<file path="config.mk">
export PLATFORM = sky130hd
export DESIGN_NAME = add_accum_seq
export DESIGN_NICKNAME = d
export VERILOG_FILES = /design/src/rtl/add_accum_seq.sv
export SDC_FILE = /design/constraint.sdc
export NUM_CORES = 1
export LEC_CHECK = 0
export BUFFER_PORTS_ARGS = -buffer_cell sky130_fd_sc_hd__clkbuf_2
export CORE_ASPECT_RATIO = 1.1
export CORE_MARGIN = 10
export CORE_UTILIZATION = 57
export CTS_CLUSTER_SIZE = 16
export DETAILED_ROUTE_END_ITERATION = 16
export GPL_TIMING_DRIVEN = 1
export PLACE_DENSITY = 0.84
export SETUP_SLACK_MARGIN = 0.4
export SYNTH_ARGS = -nofsm -noshare
export SYNTH_HDL_FRONTEND = slang
export SYNTH_HIERARCHICAL = 1
export SYNTH_SLANG_ARGS = --single-unit
</file>
<file path="constraint.sdc">
create_clock -name clk -period 3.7 [get_ports clk]
set_input_delay 0.925 -clock clk [delete_from_list [all_inputs] [get_ports clk]]
set_output_delay 0.925 -clock clk [all_outputs]
set_load 0.005 [all_outputs]
</file>
<file path="src/rtl/add_accum_seq.sv">
// Sequential accumulator: sums len handshaked N-bit operands via adder_carry_para; sticky carry-out flag.
// One operand per clock when din_valid is high; din_ready is high only in LOAD; result visible the cycle after each accept.

module adder_carry_para #(
    parameter int N = 8
) (
    input  logic [N-1:0] a,
    input  logic [N-1:0] b,
    output logic [N-1:0] sum,
    output logic         cout
);
    assign {cout, sum} = {1'b0, a} + {1'b0, b};
endmodule

module add_accum_seq #(
    parameter int N  = 8,
    parameter int CW = 4
) (
    input  logic          clk,
    input  logic          reset_n,
    input  logic          start,
    input  logic [CW-1:0] len,
    input  logic          din_valid,
    input  logic [N-1:0]  din,
    output logic          din_ready,
    output logic [N-1:0]  acc,
    output logic          ovf,
    output logic          busy,
    output logic          done_tick
);
    localparam logic [1:0] ST_IDLE = 2'd0;
    localparam logic [1:0] ST_LOAD = 2'd1;
    localparam logic [1:0] ST_DONE = 2'd2;

    logic [1:0]    state_q, state_d;
    logic [N-1:0]  acc_q, acc_d;
    logic          ovf_q, ovf_d;
    logic [CW-1:0] cnt_q, cnt_d;

    logic [N-1:0]  add_sum;
    logic          add_cout;
    logic          accept;

    adder_carry_para #(.N(N)) u_adder (
        .a    (acc_q),
        .b    (din),
        .sum  (add_sum),
        .cout (add_cout)
    );

    // Moore outputs: decoded from state only, never from din_valid or start
    assign din_ready = (state_q == ST_LOAD);
    assign busy      = (state_q == ST_LOAD) || (state_q == ST_DONE);
    assign done_tick = (state_q == ST_DONE);
    assign acc       = acc_q;
    assign ovf       = ovf_q;

    assign accept = din_valid & din_ready;

    always_comb begin
        state_d = state_q;
        acc_d   = acc_q;
        ovf_d   = ovf_q;
        cnt_d   = cnt_q;
        case (state_q)
            ST_IDLE: begin
                if (start) begin
                    acc_d = '0;
                    ovf_d = 1'b0;
                    if (len != '0) begin
                        cnt_d   = len;
                        state_d = ST_LOAD;
                    end else begin
                        state_d = ST_DONE;
                    end
                end
            end
            ST_LOAD: begin
                if (accept) begin
                    acc_d = add_sum;
                    ovf_d = ovf_q | add_cout;
                    cnt_d = cnt_q - CW'(1);
                    if (cnt_q == CW'(1)) begin
                        state_d = ST_DONE;
                    end
                end
            end
            ST_DONE: begin
                state_d = ST_IDLE;
            end
            default: begin
                state_d = ST_IDLE;
            end
        endcase
    end

    always_ff @(posedge clk or negedge reset_n) begin
        if (!reset_n) begin
            state_q <= ST_IDLE;
            acc_q   <= '0;
            ovf_q   <= 1'b0;
            cnt_q   <= '0;
        end else begin
            state_q <= state_d;
            acc_q   <= acc_d;
            ovf_q   <= ovf_d;
            cnt_q   <= cnt_d;
        end
    end
endmodule

</file>
==> flow_summary.ini, run 1 <==
[finish]
regArea_sq_um = 375
area_delta_synth_final_pct = 15.7
nNetsFinal = 183
fillers = 204
multi_input_area_sq_um = 756
antenna_cells = 0
drive_above_1_share_pct = 22.4
final_core_util_pct = 68.3

[routing]
vias = 1094
wl_per_cell_um = 15.7
first_pass_iters = 4
drc = 0
via_per_inst = 6.08
dr.first_iter.drc_count = 48
ant_nets = 0
finalWirelength_um = 2830

[place]
routabilityCongestion = 0.901
hpwl_um = 2220
port_buffers = 27
post-place-ws_ns = 1.07

[clocking]
cts_hold_buffers = 0
postCtsSetupBuffers = 0
cts_buffer_depth = 2
clk_pin_slew_ns = 0.09
tritoncts = done
cts_root_buf = clkbuf_4
clk_latency_ns = 0.28
cts_buffers = 3
ctsResizeCount = 0
cts.htree.levels = 1
clkSinkCount = 15

[global_route]
grt_usage_pct = 13.4
grt_pass1_wl_um = 4770
grt_pass1_vias = 1128
grt_start_max_net_pins = 24
antenna_found_initial = 0
grt_remaining_overflow = 0

[yosys]
synth_area_leaders = dfrtp_1 32%, ha_1 14%, a22o_1 12%
synth_common_cells = 16 x a22o_1, 15 x dfrtp_1, 13 x ha_1
yosysUniqueCellTypes = 36
synth.avg_cell_area_sq_um = 9.52
synth_seq_area_share_pct = 31.8
yosysTopAreaCellShare_pct = 31.8
synth_edf_count = 0
ys_warn_count = 6
syn_nets = 154
synth_ff_type = dfrtp_1
async_reset_ff_share_pct = 100
syn-instance-count = 124
syn_area_sq_um = 1180
synth-seq-cells = 15
synth_top_area_cell = dfrtp_1
yosysMostFrequentCell = a22o_1

[setup_path]
crit_required_ns = 2.77
startpoint_type = flip-flop
endpoint_kind = primary output
crit_type = flip-flop to primary output
critPathBufInv = 2
cp.arrival_ns = 1.76
cp_top_family = adder cells
cp_slowest_stage_delay_ns = 0.74
slowest_stage = ha_1
cp_max_fo = 23
crit_chain = inv_1 -> ha_1 -> clkbuf_2

[timing]
setup_violations = 0
setup_ws_ns = 1.02
whs_ns = 0.540
slew_headroom_pct = 42.0
drv_slew = 0
rsz0062_at_grt = no
hold_viol = 0
period_needed_ns = 2.68
max_clock_freq_ghz = 0.373
tns_ns = 0
min_period_over_period_pct = 72.5
tightest_slew_ns = 0.870
finClkSkew_ns = 0.00253

[power_and_ir_drop]
power_mw = 1.03
comb_power_share_pct = 62.0
intPower_mw = 0.568
p_sw_mw = 0.463
p_leak_nw = 0.706
power_density_nw_per_um2 = 755
seqPwrFrac_pct = 28.6
p_clk_share_pct = 9.4
p_sw_share_pct = 44.9
irDropWorstVdd_mv = 0.488

[floorplan]
die_y_um = 67.7
pin_count = 28
die-area_sq_um = 4290
num_rows = 17
start_util_pct = 59.0
die_width_um = 63.4
core_area_sq_um = 2000

[min_path]
min_path_type = input port to async pin

[run_status]
status = completed

[flow_run]
cap_violations = 0
-- worst paths after layout --
| path | depth (start not counted) | endpoint | slack, ns | start |
|---|---|---|---|---|
| worst max register to register | 6 | cnt_q[3] | 1.25 | state_q[1] |
| worst min register to register | 2 | ovf | 0.57 | ovf |
| min in group clk | 2 | ovf | 0.57 | ovf |
| worst max-delay path | 3 | din_ready | 1.02 | state_q[1] |
| max in group asynchronous | 1 | state_q[0] | 2.89 | reset_n |
| worst min-delay path | 1 | acc[4] | 0.54 | reset_n |
-- per-stage QoR --
| stage | instances | instance area (sq um) |
|---|---|---|
| 2_1_floorplan | 124 | 1180 |
| 3_3_place_gp | 176 | 1340 |
| 3_5_place_dp | 176 | 1340 |
| 4_1_cts | 180 | 1370 |
| 5_1_grt | 180 | 1370 |
| 6_report | 180 | 1370 |
-- routing by layer --
metal	up-vias	global-route usage, %	routed length (um)
met5	-	0	0
met4	0	4.64	53
met3	11	3.14	144
met2	35	26.5	1480
met1	525	13.5	1150
li1	523	-	-
-- placed cells by master (no fill, tap or decap), drive strengths merged --
master   count
nor2         6
o31ai        1
xor2         2
o21bai       1
a21o         3
a2111oi      1
a32oi        2
xnor2        2
a221oi       2
nand2b       3
a311o        2
o21a         1
or3          1
and2         1
dfrtp       15
clkbuf      31
mux2i        4
nand2       10
ha          13
nor2b        2
fa           1
nor3         2
nor3b        1
nor4         2
nand3        3
a22o        16
o211ai       1
inv         10
a21oi       10
o21ai        3
-- flip-flops by register name, indices dropped and copies added (netlist names) --
signal,cells
acc,8
cnt_q,4
state_q,2
ovf,1
-- kinds of logic after synthesis --
kind of cell,Yosys count,synth area share (%)
AND/OR/NAND/NOR,31,13.2
AO/OA/AOI/OAI,43,28.7
adder cells (fa/ha/maj),14,15.5
multiplexers,4,3.71
buffers and inverters,13,4.14
flip-flops,15,31.8
XOR/XNOR,4,2.97
-- power by group through the flow --
stage                     Clock (mW)  Sequential (mW)  Combinational, mW
after floorplan                    0            0.288              0.475
after global placement             0            0.293              0.605
after detailed placement           0            0.298              0.634
after CTS                     0.0977            0.295              0.637
after global routing           0.106            0.306              0.716
final                         0.0967            0.295              0.639
-- cell type report --
| cell class | instances | area share, % |
|---|---|---|
| timing repair buffer | 27 | 9.90 |
| tap | 28 | 2.57 |
| multi-input combinational | 96 | 55.4 |
| sequential | 15 | 27.5 |
| inverter | 10 | 2.75 |
| clock buffer | 4 | 1.92 |
Note: power is estimated with default switching activity, not from simulation.
==> inputs of run 2 (changes only) <==
--- a/config.mk
+++ b/config.mk
@@ -8,11 +8,11 @@
 export BUFFER_PORTS_ARGS = -buffer_cell sky130_fd_sc_hd__clkbuf_2
 export CORE_ASPECT_RATIO = 1.1
 export CORE_MARGIN = 10
-export CORE_UTILIZATION = 57
+export CORE_UTILIZATION = 48
 export CTS_CLUSTER_SIZE = 16
 export DETAILED_ROUTE_END_ITERATION = 16
 export GPL_TIMING_DRIVEN = 1
-export PLACE_DENSITY = 0.84
+export PLACE_DENSITY = 0.75
 export SETUP_SLACK_MARGIN = 0.4
 export SYNTH_ARGS = -nofsm -noshare
 export SYNTH_HDL_FRONTEND = slang
==> constraint.sdc (replaced) <==
create_clock -name clk -period 2.2 [get_ports clk]
set_input_delay 0.55 -clock clk [delete_from_list [all_inputs] [get_ports clk]]
set_output_delay 0.55 -clock clk [all_outputs]
set_load 0.005 [all_outputs]
==> flow_summary.ini, run 2 (synthesized netlist as in run 1, its figures left out) <==
[setup_path]
r2r_start = acc[4]
cp_top_family = compound AO/OA/AOI/OAI gates
startpoint_type = flip-flop
crit_type = flip-flop to flip-flop
endpoint_kind = flip-flop
r2r_slack_ns = 0.35
r2r_end = acc[5]
cp.arrival_ns = 2.03
crit_path_start = acc[4]
reg2reg_depth = 6
cp_max_fo = 6
cp.depth = 6
endpoint = acc[5]
crit_chain = ha_4 -> nor3_1 -> a311o_1 -> a311o_1 -> a22o_1 -> a22o_1
critPathBufInv = 0
cp_slowest_stage_delay_ns = 0.45
slowest_stage = dfrtp_2
crit_required_ns = 2.38

[clocking]
cts_root_buf = clkbuf_4
cts.htree.levels = 1
clkSinkCount = 15
clk_latency_ns = 0.28
cts_hold_buffers = 0
tritoncts = done
cts_buffer_depth = 2
clk_pin_slew_ns = 0.09
cts_buffers = 3

[power_and_ir_drop]
irDropWorstVdd_mv = 0.752
p_clk_share_pct = 7.7
power_density_nw_per_um2 = 1270
intPower_mw = 1.17
comb_power_share_pct = 67.2
p_sw_share_pct = 42.6
seqPwrFrac_pct = 25.1
power_mw = 2.04
p_leak_nw = 0.773
p_sw_mw = 0.871

[routing]
via_per_inst = 5.67
ant_nets = 0
drc = 0
wl_per_cell_um = 15.6
dr.first_iter.drc_count = 45
vias = 1112
first_pass_iters = 4
finalWirelength_um = 3060

[timing]
max_clock_freq_ghz = 0.539
period_needed_ns = 1.85
slew_headroom_pct = 67.2
finClkSkew_ns = 0.00315
tns_ns = 0
drv_slew = 0
min_period_over_period_pct = 84.3
hold_viol = 0
tightest_slew_ns = 0.488
setup_violations = 0
rsz0062_at_grt = yes

[finish]
fillers = 205
mostFrequentLayoutCell = clkbuf_2
antenna_cells = 0
area_delta_synth_final_pct = 36.3
layout_common_cells = 27 x clkbuf_2, 16 x a22o_1, 14 x buf_4
drive_above_1_share_pct = 41.6
largest_reg_flops = 8
nNetsFinal = 197

[global_route]
grt_remaining_overflow = 0
grt_pass1_vias = 1137
antenna_found_initial = 0
grt_pass1_wl_um = 5020
grt_usage_pct = 12.8
grt_start_max_net_pins = 16

[floorplan]
die_y_um = 72
start_util_pct = 51.4
die-area_sq_um = 4840
pin_count = 28
core_area_sq_um = 2300
num_rows = 18
die_width_um = 67.3

[place]
port_buffers = 27
routabilityCongestion = 0.735
hpwl_um = 2240

[min_path]
min_path_type = input port to async pin

[run_status]
status = completed

[flow_run]
cap_violations = 0
-- run 2: worst min path at each step --
stage	start	endpoint	depth (start not counted)
2_1_floorplan	reset_n	acc[0]	0
3_3_place_gp	reset_n	cnt_q[0]	1
3_5_place_dp	reset_n	cnt_q[0]	1
4_1_cts	reset_n	cnt_q[3]	1
5_1_grt	reset_n	cnt_q[3]	1
6_report	reset_n	cnt_q[0]	1
-- run 2: repair_timing --
action	4_1_cts	5_1_grt
buffers inserted	8	4
gates resized for setup	7	7
endpoints found under the setup margin	9	14
pin swaps	9	9
gates cloned	0	0
hold endpoints to repair	0	0
-- run 2: per-stage QoR --
stage / utilization, % / worst slack [ns] / cell area, sq um / instances / hold slack (ns)
floorplan: - / 0.278 / 1260 / 124 / 0.254
global placement: 62.4 / 0.0606 / 1430 / 180 / 0.487
detailed placement: 62.4 / 0.0572 / 1430 / 180 / 0.499
CTS: 67.9 / 0.327 / 1560 / 192 / 0.176
global route: 70.0 / 0.291 / 1610 / 196 / 0.174
finish: 70.0 / 0.345 / 1610 / 196 / 0.173
-- run 2: power groups by stage --
stage	logic (mW)	clock network, mW	registers (mW)
after global routing	1.51	0.183	0.534
after CTS	1.29	0.167	0.507
after floorplan	0.872	0	0.497
final	1.37	0.158	0.512
after detailed placement	1.16	0	0.517
after global placement	1.13	0	0.509
-- run 2: routing by layer --
metal	global-route usage [%]	vias to the layer above	routed length [um]
li1	-	551	-
met1	13.8	530	1310
met2	22.3	27	1550
met3	3.84	4	166
met4	5.94	0	32
met5	0	-	0
-- run 2: final cells by class --
cell class              instances  area [sq um]  share of cell area (%)
clock buffers                   4          26.3                    1.63
inverters                      10          37.5                    2.33
multi-input cells              96           887                    55.2
flip-flops and latches         15           379                    23.6
well taps                      30          37.5                    2.33
repair buffers                 41           240                    14.9
-- run 2: worst reg2reg max path: stages (launching register included) --
cell     delay [ns]
dfrtp_2        0.45
ha_4           0.31
nor3_1         0.06
a311o_1        0.26
a311o_1        0.32
a22o_1         0.18
a22o_1         0.17
==> inputs of run 3 (changes only) <==
==> constraint.sdc (replaced) <==
create_clock -name clk -period 1.6 [get_ports clk]
set_input_delay 0.4 -clock clk [delete_from_list [all_inputs] [get_ports clk]]
set_output_delay 0.4 -clock clk [all_outputs]
set_load 0.005 [all_outputs]
==> flow_summary.ini, run 3 (synthesized netlist as in run 1, its figures left out) <==
[setup_path]
crit_type = flip-flop to flip-flop
cp_max_fo = 2
cp.arrival_ns = 2.16
r2r_start = acc[0]
crit_required_ns = 1.78
reg2reg_depth = 8
endpoint_kind = flip-flop
startpoint_type = flip-flop
crit_path_start = acc[0]
r2r_slack_ns = -0.38

[routing]
via_per_inst = 6.07
finalWirelength_um = 4770
ant_nets = 0
first_pass_iters = 4
wl_per_cell_um = 20.2
drc = 0
vias = 1432
dr.first_iter.drc_count = 100

[clocking]
cts.htree.levels = 1
clkSinkCount = 15
cts_root_buf = clkbuf_4
clk_pin_slew_ns = 0.11
tritoncts = done
clk_latency_ns = 0.30
cts_buffers = 3
cts_buffer_depth = 2

[flow_run]
cap_violations = 0

[power_and_ir_drop]
p_leak_nw = 1.05
seqPwrFrac_pct = 17.1
p_sw_share_pct = 40.8
comb_power_share_pct = 77.0
intPower_mw = 2.40
p_sw_mw = 1.66
irDropWorstVdd_mv = 1.50
power_density_nw_per_um2 = 1920
p_clk_share_pct = 5.9

[floorplan]
pin_count = 28
num_rows = 18
die-area_sq_um = 4840
core_area_sq_um = 2300
start_util_pct = 51.4
die_y_um = 72
die_width_um = 67.3

[timing]
setup_violations = 16
tightest_slew_ns = 0.410
hold_viol = 0
finClkSkew_ns = 0.0105
max_clock_freq_ghz = 0.505
rsz0062_at_grt = yes
slew_headroom_pct = 72.6
min_period_over_period_pct = 124
period_needed_ns = 1.98
drv_slew = 0
setup_ws_ns = -0.380

[finish]
antenna_cells = 0
largest_reg_flops = 8
area_delta_synth_final_pct = 79.1
final_cells = 236
final_core_util_pct = 92.0
layout_common_cells = 33 x buf_4, 27 x buf_6, 18 x clkbuf_2
mostFrequentLayoutCell = buf_4
nNetsFinal = 237
design_area_sq_um = 2110
drive_above_1_share_pct = 56.3

[global_route]
grt_pass1_wl_um = 6560
grt_usage_pct = 16.6
grt_start_max_net_pins = 16
grt_remaining_overflow = 0
antenna_found_initial = 0
grt_pass1_vias = 1484

[place]
hpwl_um = 2590
dpl_cell_area_sq_um = 1650
routabilityCongestion = 0.822
port_buffers = 27
dp.cells = 205

[min_path]
min_path_type = input port to async pin

[run_status]
status = finished with violations
violations = setup timing
-- run 3: cell count changes in the layout (fill, tap and decap cells not counted), sizes merged --
cell and change:
bufbuf +1, clkbuf -10, buf +48, clkinv +1
-- run 3: metrics by stage --
stage / setup TNS (ns) / hold slack [ns] / setup slack (ns) / total power, mW
after floorplan: -0.685 / 0.104 / -0.214 / 2.02
after global routing: -3.17 / 0.0291 / -0.434 / 4.32
after CTS: -1.47 / 0.0204 / -0.267 / 3.45
after global placement: -1.62 / 0.343 / -0.350 / 2.64
after detailed placement: -1.87 / 0.350 / -0.376 / 2.73
final: -2.24 / 0.00366 / -0.380 / 4.06
-- run 3: layout make-up --
class | count | area (sq um)
inverter | 10 | 42.5
fill | 93 | 184
timing repair buffer | 81 | 694
sequential | 15 | 375
clock inverter | 1 | 5.00
multi-input combinational | 96 | 936
tap | 30 | 37.5
clock buffer | 3 | 22.5
-- run 3: timing repair --
action / 4_1_cts / 5_1_grt
endpoints found under the hold margin: 0 / 0
gates cloned: 1 / 0
setup buffers: 14 / 12
resized for setup: 26 / 26
hold buffers: 0 / 0
endpoints found under the setup margin: 27 / 27
pin swaps: 9 / 6
-- run 3: path summary, 6_finish.rpt --
| kind | to |
|---|---|
| max | acc[6] |
| min | cnt_q[1] |
| max reg2reg | acc[6] |
| min reg2reg | cnt_q[1] |
| max in group asynchronous | acc[5] |
| min in group clk | cnt_q[2] |
-- run 3: critical path, stage by stage (launching register included) --
cell,delay [ns]
dfrtp_1,0.42
ha_2,0.21
fa_2,0.37
a21oi_2,0.17
nor2_1,0.07
nor2_2,0.15
xnor2_1,0.08
a22o_1,0.21
a22o_1,0.19
-- run 3: routing by layer --
metal | global-route usage (%) | up-vias | wire length (um)
li1 | - | 626 | -
met4 | 4.34 | 0 | 199
met2 | 30.4 | 85 | 2560
met3 | 3.84 | 24 | 344
met5 | 0 | - | 0
met1 | 18.4 | 697 | 1660
-- run 3: power groups by stage --
stage / Sequential [mW] / Combinational (mW) / Clock [mW]
3_3_place_gp: 0.669 / 1.97 / 0
5_1_grt: 0.716 / 3.35 / 0.257
4_1_cts: 0.686 / 2.52 / 0.238
3_5_place_dp: 0.679 / 2.05 / 0
6_report: 0.694 / 3.13 / 0.238
2_1_floorplan: 0.698 / 1.32 / 0
